### config.mk
export PLATFORM = sky130hd
export DESIGN_NAME = ucsbece154b_gshare_predictor
export DESIGN_NICKNAME = d
export VERILOG_FILES = /design/src/rtl/ucsbece154b_gshare_predictor_pkg.sv /design/src/rtl/ucsbece154b_btb.sv /design/src/rtl/ucsbece154b_gshare_predictor.sv
export SDC_FILE = /design/constraint.sdc
export NUM_CORES = 2
export LEC_CHECK = 0
export ABC_AREA = 0
export CORE_MARGIN = 1
export CORE_UTILIZATION = 40
export CTS_BUF_LIST = sky130_fd_sc_hd__clkbuf_4 sky130_fd_sc_hd__clkbuf_8
export DETAILED_ROUTE_END_ITERATION = 7
export GPL_TIMING_DRIVEN = 1
export PLACE_DENSITY = 0.52
export SLEW_MARGIN = 20
export SYNTH_ARGS = -nofsm -noshare
export SYNTH_HDL_FRONTEND = slang
export SYNTH_SLANG_ARGS = --single-unit
### constraint.sdc
create_clock -name clk -period 12.66 [get_ports clk]
set_input_delay 2.532 -clock clk [delete_from_list [all_inputs] [get_ports clk]]
set_output_delay 2.532 -clock clk [all_outputs]
set_load 0.03 [all_outputs]
### src/rtl/ucsbece154b_gshare_predictor_pkg.sv
// Shared definitions for the gshare predictor: opcodes, counter encodings,
// default sizes and the saturating counter update.
package ucsbece154b_gshare_predictor_pkg;

  localparam int DEF_NUM_BTB_ENTRIES = 32;
  localparam int DEF_NUM_GHR_BITS    = 5;

  localparam logic [6:0] op_branch = 7'b1100011;
  localparam logic [6:0] op_jal    = 7'b1101111;

  typedef enum logic [1:0] {
    CTR_SNT = 2'b00,
    CTR_WNT = 2'b01,
    CTR_WT  = 2'b10,
    CTR_ST  = 2'b11
  } ctr_e;

  // Saturating 2-bit counter step; holds at the strong states.
  function automatic logic [1:0] ctrNext(input logic [1:0] c, input logic taken);
    if (taken) return (c == CTR_ST)  ? c : c + 2'd1;
    else       return (c == CTR_SNT) ? c : c - 2'd1;
  endfunction

endpackage

### src/rtl/ucsbece154b_btb.sv
// Direct-mapped branch target buffer. Addresses are word addresses (PC[31:2]).
// Read is combinational from current contents; a write lands on the clock edge
// and overwrites whatever occupied the index.
module ucsbece154b_btb
  import ucsbece154b_gshare_predictor_pkg::*;
#(
  parameter int NUM_BTB_ENTRIES = DEF_NUM_BTB_ENTRIES
) (
  input  logic        clk,
  input  logic        reset,
  input  logic [29:0] rdAddr,
  output logic        rdHit,
  output logic [31:0] rdTarget,
  output logic        rdIsJump,
  input  logic        wrEn,
  input  logic [29:0] wrAddr,
  input  logic [31:0] wrTarget,
  input  logic        wrIsJump
);

  localparam int IW = $clog2(NUM_BTB_ENTRIES);
  localparam int TW = 30 - IW;

  logic [NUM_BTB_ENTRIES-1:0]         valid;
  logic [NUM_BTB_ENTRIES-1:0]         isJump;
  logic [NUM_BTB_ENTRIES-1:0][TW-1:0] tags;
  logic [NUM_BTB_ENTRIES-1:0][31:0]   targets;
  logic [IW-1:0]                      rIdx, wIdx;

  assign rIdx     = rdAddr[IW-1:0];
  assign wIdx     = wrAddr[IW-1:0];
  assign rdHit    = valid[rIdx] && (tags[rIdx] == rdAddr[29:IW]);
  assign rdTarget = rdHit ? targets[rIdx] : 32'd0;
  assign rdIsJump = rdHit && isJump[rIdx];

  // Valid bits: the only state that needs clearing on reset.
  always_ff @(posedge clk or posedge reset) begin
    if (reset)     valid       <= '0;
    else if (wrEn) valid[wIdx] <= 1'b1;
  end

  // Payload arrays: meaningless until their valid bit is set.
  always_ff @(posedge clk) begin
    if (wrEn) begin
      tags[wIdx]    <= wrAddr[29:IW];
      targets[wIdx] <= wrTarget;
      isJump[wIdx]  <= wrIsJump;
    end
  end

endmodule

### src/rtl/ucsbece154b_gshare_predictor.sv
// Gshare predictor: BTB + PHT indexed by GHR^PC, speculative GHR with
// checkpoints carried F->D->E so execute can train and repair the history.
module ucsbece154b_gshare_predictor
  import ucsbece154b_gshare_predictor_pkg::*;
#(
  parameter int NUM_BTB_ENTRIES = DEF_NUM_BTB_ENTRIES,
  parameter int NUM_GHR_BITS    = DEF_NUM_GHR_BITS
) (
  input  logic        clk,
  input  logic        reset,
  input  logic [31:0] pcf_i,
  input  logic [6:0]  opf_i,
  input  logic        stallf_i,
  input  logic        stalld_i,
  input  logic        flushd_i,
  input  logic        flushe_i,
  input  logic        branche_i,
  input  logic        jumpe_i,
  input  logic        takene_i,
  input  logic [31:0] pce_i,
  input  logic [31:0] targete_i,
  input  logic        mispredicte_i,
  output logic        takenf_o,
  output logic [31:0] targetf_o
);

  localparam int G     = NUM_GHR_BITS;
  localparam int PHT_N = 1 << G;

  typedef struct packed {
    logic         vld;
    logic         isBranch;
    logic [G-1:0] phtIdx;
    logic [G-1:0] ghr;
  } ckpt_t;

  logic [G-1:0]            ghr, ghrNext, phtIdxF;
  logic [PHT_N-1:0][1:0]   pht;
  ckpt_t                   ckptF, ckptD, ckptE;
  logic                    isBranchF, isJalF;
  logic                    btbHit, btbIsJump, btbWrEn;
  logic [31:0]             btbTarget;
  logic                    unusedBits;

  assign isBranchF = (opf_i == op_branch);
  assign isJalF    = (opf_i == op_jal);
  assign phtIdxF   = ghr ^ pcf_i[G+1:2];

  ucsbece154b_btb #(.NUM_BTB_ENTRIES(NUM_BTB_ENTRIES)) btb (
    .clk      (clk),
    .reset    (reset),
    .rdAddr   (pcf_i[31:2]),
    .rdHit    (btbHit),
    .rdTarget (btbTarget),
    .rdIsJump (btbIsJump),
    .wrEn     (btbWrEn),
    .wrAddr   (pce_i[31:2]),
    .wrTarget (targete_i),
    .wrIsJump (jumpe_i)
  );

  assign takenf_o  = btbHit && ((isJalF && btbIsJump) || (isBranchF && pht[phtIdxF][1]));
  assign targetf_o = btbTarget;

  // Only resolved-taken branches/jumps from a live E slot allocate.
  assign btbWrEn = ckptE.vld && (branche_i || jumpe_i) && takene_i;

  // A stalled fetch feeds a bubble into decode.
  assign ckptF = '{vld: !stallf_i, isBranch: isBranchF, phtIdx: phtIdxF, ghr: ghr};

  // Byte-offset PC bits and the E-slot branch flag are not needed for lookup.
  assign unusedBits = ^{pcf_i[1:0], pce_i[1:0], ckptE.isBranch};

  // Checkpoint pipeline: D holds on decode stall, flushes clear their slot.
  always_ff @(posedge clk or posedge reset) begin
    if (reset) begin
      ckptD <= '0;
      ckptE <= '0;
    end else begin
      if (flushd_i)       ckptD <= '0;
      else if (!stalld_i) ckptD <= ckptF;
      if (flushe_i)       ckptE <= '0;
      else                ckptE <= ckptD;
    end
  end

  // Next history: repair from the E checkpoint wins over speculative shift.
  always_comb begin
    ghrNext = ghr;
    if (mispredicte_i && branche_i)
      ghrNext = {ckptE.ghr[G-2:0], takene_i};
    else if (mispredicte_i && jumpe_i)
      ghrNext = ckptE.ghr;
    else if (isBranchF && !stallf_i && !flushd_i && !mispredicte_i)
      ghrNext = {ghr[G-2:0], takenf_o};
  end

  // Global history register.
  always_ff @(posedge clk or posedge reset) begin
    if (reset) ghr <= '0;
    else       ghr <= ghrNext;
  end

  // PHT training with the index captured at fetch time.
  always_ff @(posedge clk or posedge reset) begin
    if (reset)
      pht <= {PHT_N{CTR_WNT}};
    else if (ckptE.vld && branche_i)
      pht[ckptE.phtIdx] <= ctrNext(pht[ckptE.phtIdx], takene_i);
  end

endmodule
==> metrics.md <==
| Metric | Value |
|---|---|
| Status | finished, final reports clean |
| Num CTS Buffers | between 300 and 400 |
| First-pass GRT wire length | 300000 um |
| Maximum vdd drop | between 0.08 and 0.09 mV |
| Critical Path AT | 8070 ps |
| Final net count | 4130 |
| Cell taking the most area after synthesis | edfxtp_1 |
| Synth cell count leaders | 1856 x edfxtp_1, 444 x mux4_2, 267 x mux2i_1, 116 x nor2_1, 103 x a22oi_1 |
| Post-route ant nets | 0 |
| Post-Syn Area | 77100 um2 |
| PostCTS Resize Cnt | 0 |
| Fillers | 15979 |
| RSZ-0062 raised after global routing | false |
| Worst r2r dst | ghr[0]$_DFFE_PP0P_ |
| Fraction of layout cells with a size suffix above 1 | around 30% |
| Clock transition at path regs | 60 ps |
| Peak Freq | 94.3 MHz |
| Post-synthesis cell type count | 64 |
| Measured slew at the worst slew-check pin | 1110 ps |
| Flop2flop setup slack | around 8600 ps |
| CTS max path bufs | 4 |
| Syn Inst Count | 3597 |
| Final GP Congestion | roughly 0.75 |
| Hold crit path type | register to register |
| Hold_buf cts | 0 |
| Slew HR | 25.3% |
| Number of flops mapped to enable cells by yosys | 1856 |
| Starting Density | 40.4% |
| Num Clock Sinks | 1979 |
| Critical Path Start Type | input port |
| CTS Root Cell | clkbuf_8 |
| FF-to-FF path depth | 9 |
| Fin crit period | 10600 ps |
| Final setup vio count | 0 |
| Setup Fix Bufs, Post-CTS | 0 |
| Seq cells post-synth | 1979 |
| Clk Latency, worst-skew pair | 1060 ps |
| Critical Path End Type | output port |
| Mapped Nets | 3710 |
| Hold Path End | btb.valid[18]$_DFFE_PP0P_ |
| Number of global-route vias before repair | 39674 |
| H-tree lvl count | 5 |
| Detailed Route Iter0 Violations | a little over 4000 |
| Final period utilization | 83.8% |
| Post-synthesis average cell area | 21.4 um2 |
| Final hold violation count | 0 |
| Routed len/inst | roughly 31 um |
| Register area | just under 60000 um2 |
| Fin. max-slew vios | 0 |
| Top post-synthesis cells by area | edfxtp_1 72%, mux4_2 13%, mux2i_1 3.5% |
| Max_cap viols | 0 |
| Synth-to-Final Area Change | 14.7% |
| Hold Startpoint | btb.valid[18]$_DFFE_PP0P_ |
| CTS tree | yes |
| Full die area | roughly 190000 um2 |
| Gr usage total | 22.1% |
| RR Startpoint | ghr[1]$_DFFE_PP0P_ |
| Row cnt | 160 |
| Ys flop type | edfxtp_1 |
| Setup TNS | 0 ps |
| DR vias/cell | approximately 5.7 |
| Leak pwr | 28.9 nW |
| Area of the multi-input gates | between 15000 and 20000 um2 |
| Ys async rst share | 6.22% |
| Overall routed net length | 213000 um |
| DR vias | 38603 |
| Hold path cells | 1 |
| DR DRC count | 0 |
| First-pass detailed-route iteration total | 5 |
| Crit path kind | input port to output port |
| Initial antenna violation count | 23 |
| Core ar. | between 150000 and 200000 um2 |
| Post-DP HPWL | 110000 um |
| Synth top area share | 72.2% |
| Critical Path RT | 10130 ps |
| Final setup skew | around 80 ps |
| Largest net degree at the start of global routing | between 100 and 150 |
| Gr ovfl total | 0 |
| YS warnings | 0 |
| Final instance area | 88500 um2 |
| PwrDens | 152 nW/um2 |
| Die Width | 441 um |
| Area of placed instances | between 80000 and 90000 um2 |
| PortBufs | 141 |
| Most common cell in the netlist | edfxtp_1 |
| Die H | ~440 um |
| IO Pins | 146 |
| Crit Path Max Fanout | 51 |
| Seq/Total Area, Yosys | 76.3% |
critical path, cell delays in order:
cell and delay (ps):
clkbuf_8 480, and2_2 850, buf_4 410, a22oi_1 110
and3_1 200, a31oi_1 260, a21oi_1 180, a211o_1 300
nor4b_1 550, nand4_4 730, buf_4 510, nor2_1 150
clkdlybuf4s50_1 700
per-stage QoR:
step | power (mW) | worst slack [ps] | utilization [%] | hold slack [ps] | instances
after floorplan | 7.72 | 4660 | - | 434 | 3597
after global placement | 8.01 | 2060 | 43.0 | 445 | 6177
after detailed placement | 8.01 | 2000 | 43.0 | 448 | 6179
after CTS | 13.6 | 1980 | 46.4 | 463 | 6769
after global routing | 13.9 | 1880 | 46.4 | 485 | 6777
final | 13.5 | 2060 | 46.4 | 461 | 6784
cells by family after synthesis:
logic type | synth area share [%]
buf+inv | 1.18
flops | 76.3
simple gates | 2.50
compound gates | 2.15
xor+xnor | 0.307
fa+ha+maj | 0.0260
mux | 17.6
cell usage in the layout, fill, tap and decap left out, types with 9 or more instances in the layout:
master / count
mux2i_1: 267
diode_2: 15
a22oi_1: 103
clkbuf_8: 363
clkinv_1: 79
a221oi_1: 17
nor4_1: 10
clkbuf_4: 110
nand3_1: 38
mux4_2: 444
a21oi_1: 20
buf_2: 10
nand2_1: 66
o22ai_1: 16
clkdlybuf4s50_1: 127
dfstp_2: 32
mux2_2: 75
or3_1: 11
clkinv_2: 26
edfxtp_1: 1856
a31oi_1: 10
xnor2_1: 12
nor2_1: 83
nand4_1: 18
buf_4: 109
nand3b_1: 9
o211ai_1: 11
o21ai_1: 9
dfrtp_1: 91
nor2b_1: 27
or2_2: 35
xor2_1: 10
nor2_4: 33
how the worst max path moves through the flow:
| stage | startpoint | end | slack [ps] | depth (start not counted) |
|---|---|---|---|---|
| 2_1_floorplan | pcf_i[3] | targetf_o[10] | 4660 | 12 |
| 3_3_place_gp | pcf_i[4] | targetf_o[14] | 2060 | 13 |
| 3_5_place_dp | pcf_i[4] | targetf_o[14] | 2000 | 13 |
| 4_1_cts | pcf_i[4] | targetf_o[21] | 1980 | 13 |
| 5_1_grt | pcf_i[2] | targetf_o[14] | 1880 | 9 |
| 6_report | pcf_i[4] | targetf_o[21] | 2060 | 13 |
metal layers:
| layer | vias up | wire (um) | GRT usage [%] |
|---|---|---|---|
| met5 | - | 88 | 0 |
| met4 | 14 | 4500 | 6.46 |
| met3 | 334 | 14700 | 4.60 |
| met2 | 1341 | 103000 | 35.3 |
| met1 | 20980 | 91300 | 30.6 |
| li1 | 15934 | - | - |
state kept, by name, indices dropped and copies added (netlist names):
name / flops
btb.isJump: 32
btb.tags: 800
btb.targets: 1024
btb.valid: 32
ckptD: 11
ckptE: 11
ghr: 5
pht: 64
report_power, final:
group	internal, mW	switching (mW)	total, mW
registers	7.18	0.0150	7.20
logic	0.263	0.411	0.675
clock network	3.05	2.55	5.60
total	10.5	2.98	13.5
layout make-up:
class	count	area share [%]
antenna	15	0.0424
clock buffer	472	6.56
clock inverter	118	0.735
inverter	9	0.0495
multi-input combinational	1424	19.9
sequential	1979	66.5
tap	2511	3.55
timing repair buffer	256	2.63
No activity file was read; power rests on OpenSTA's default activity.
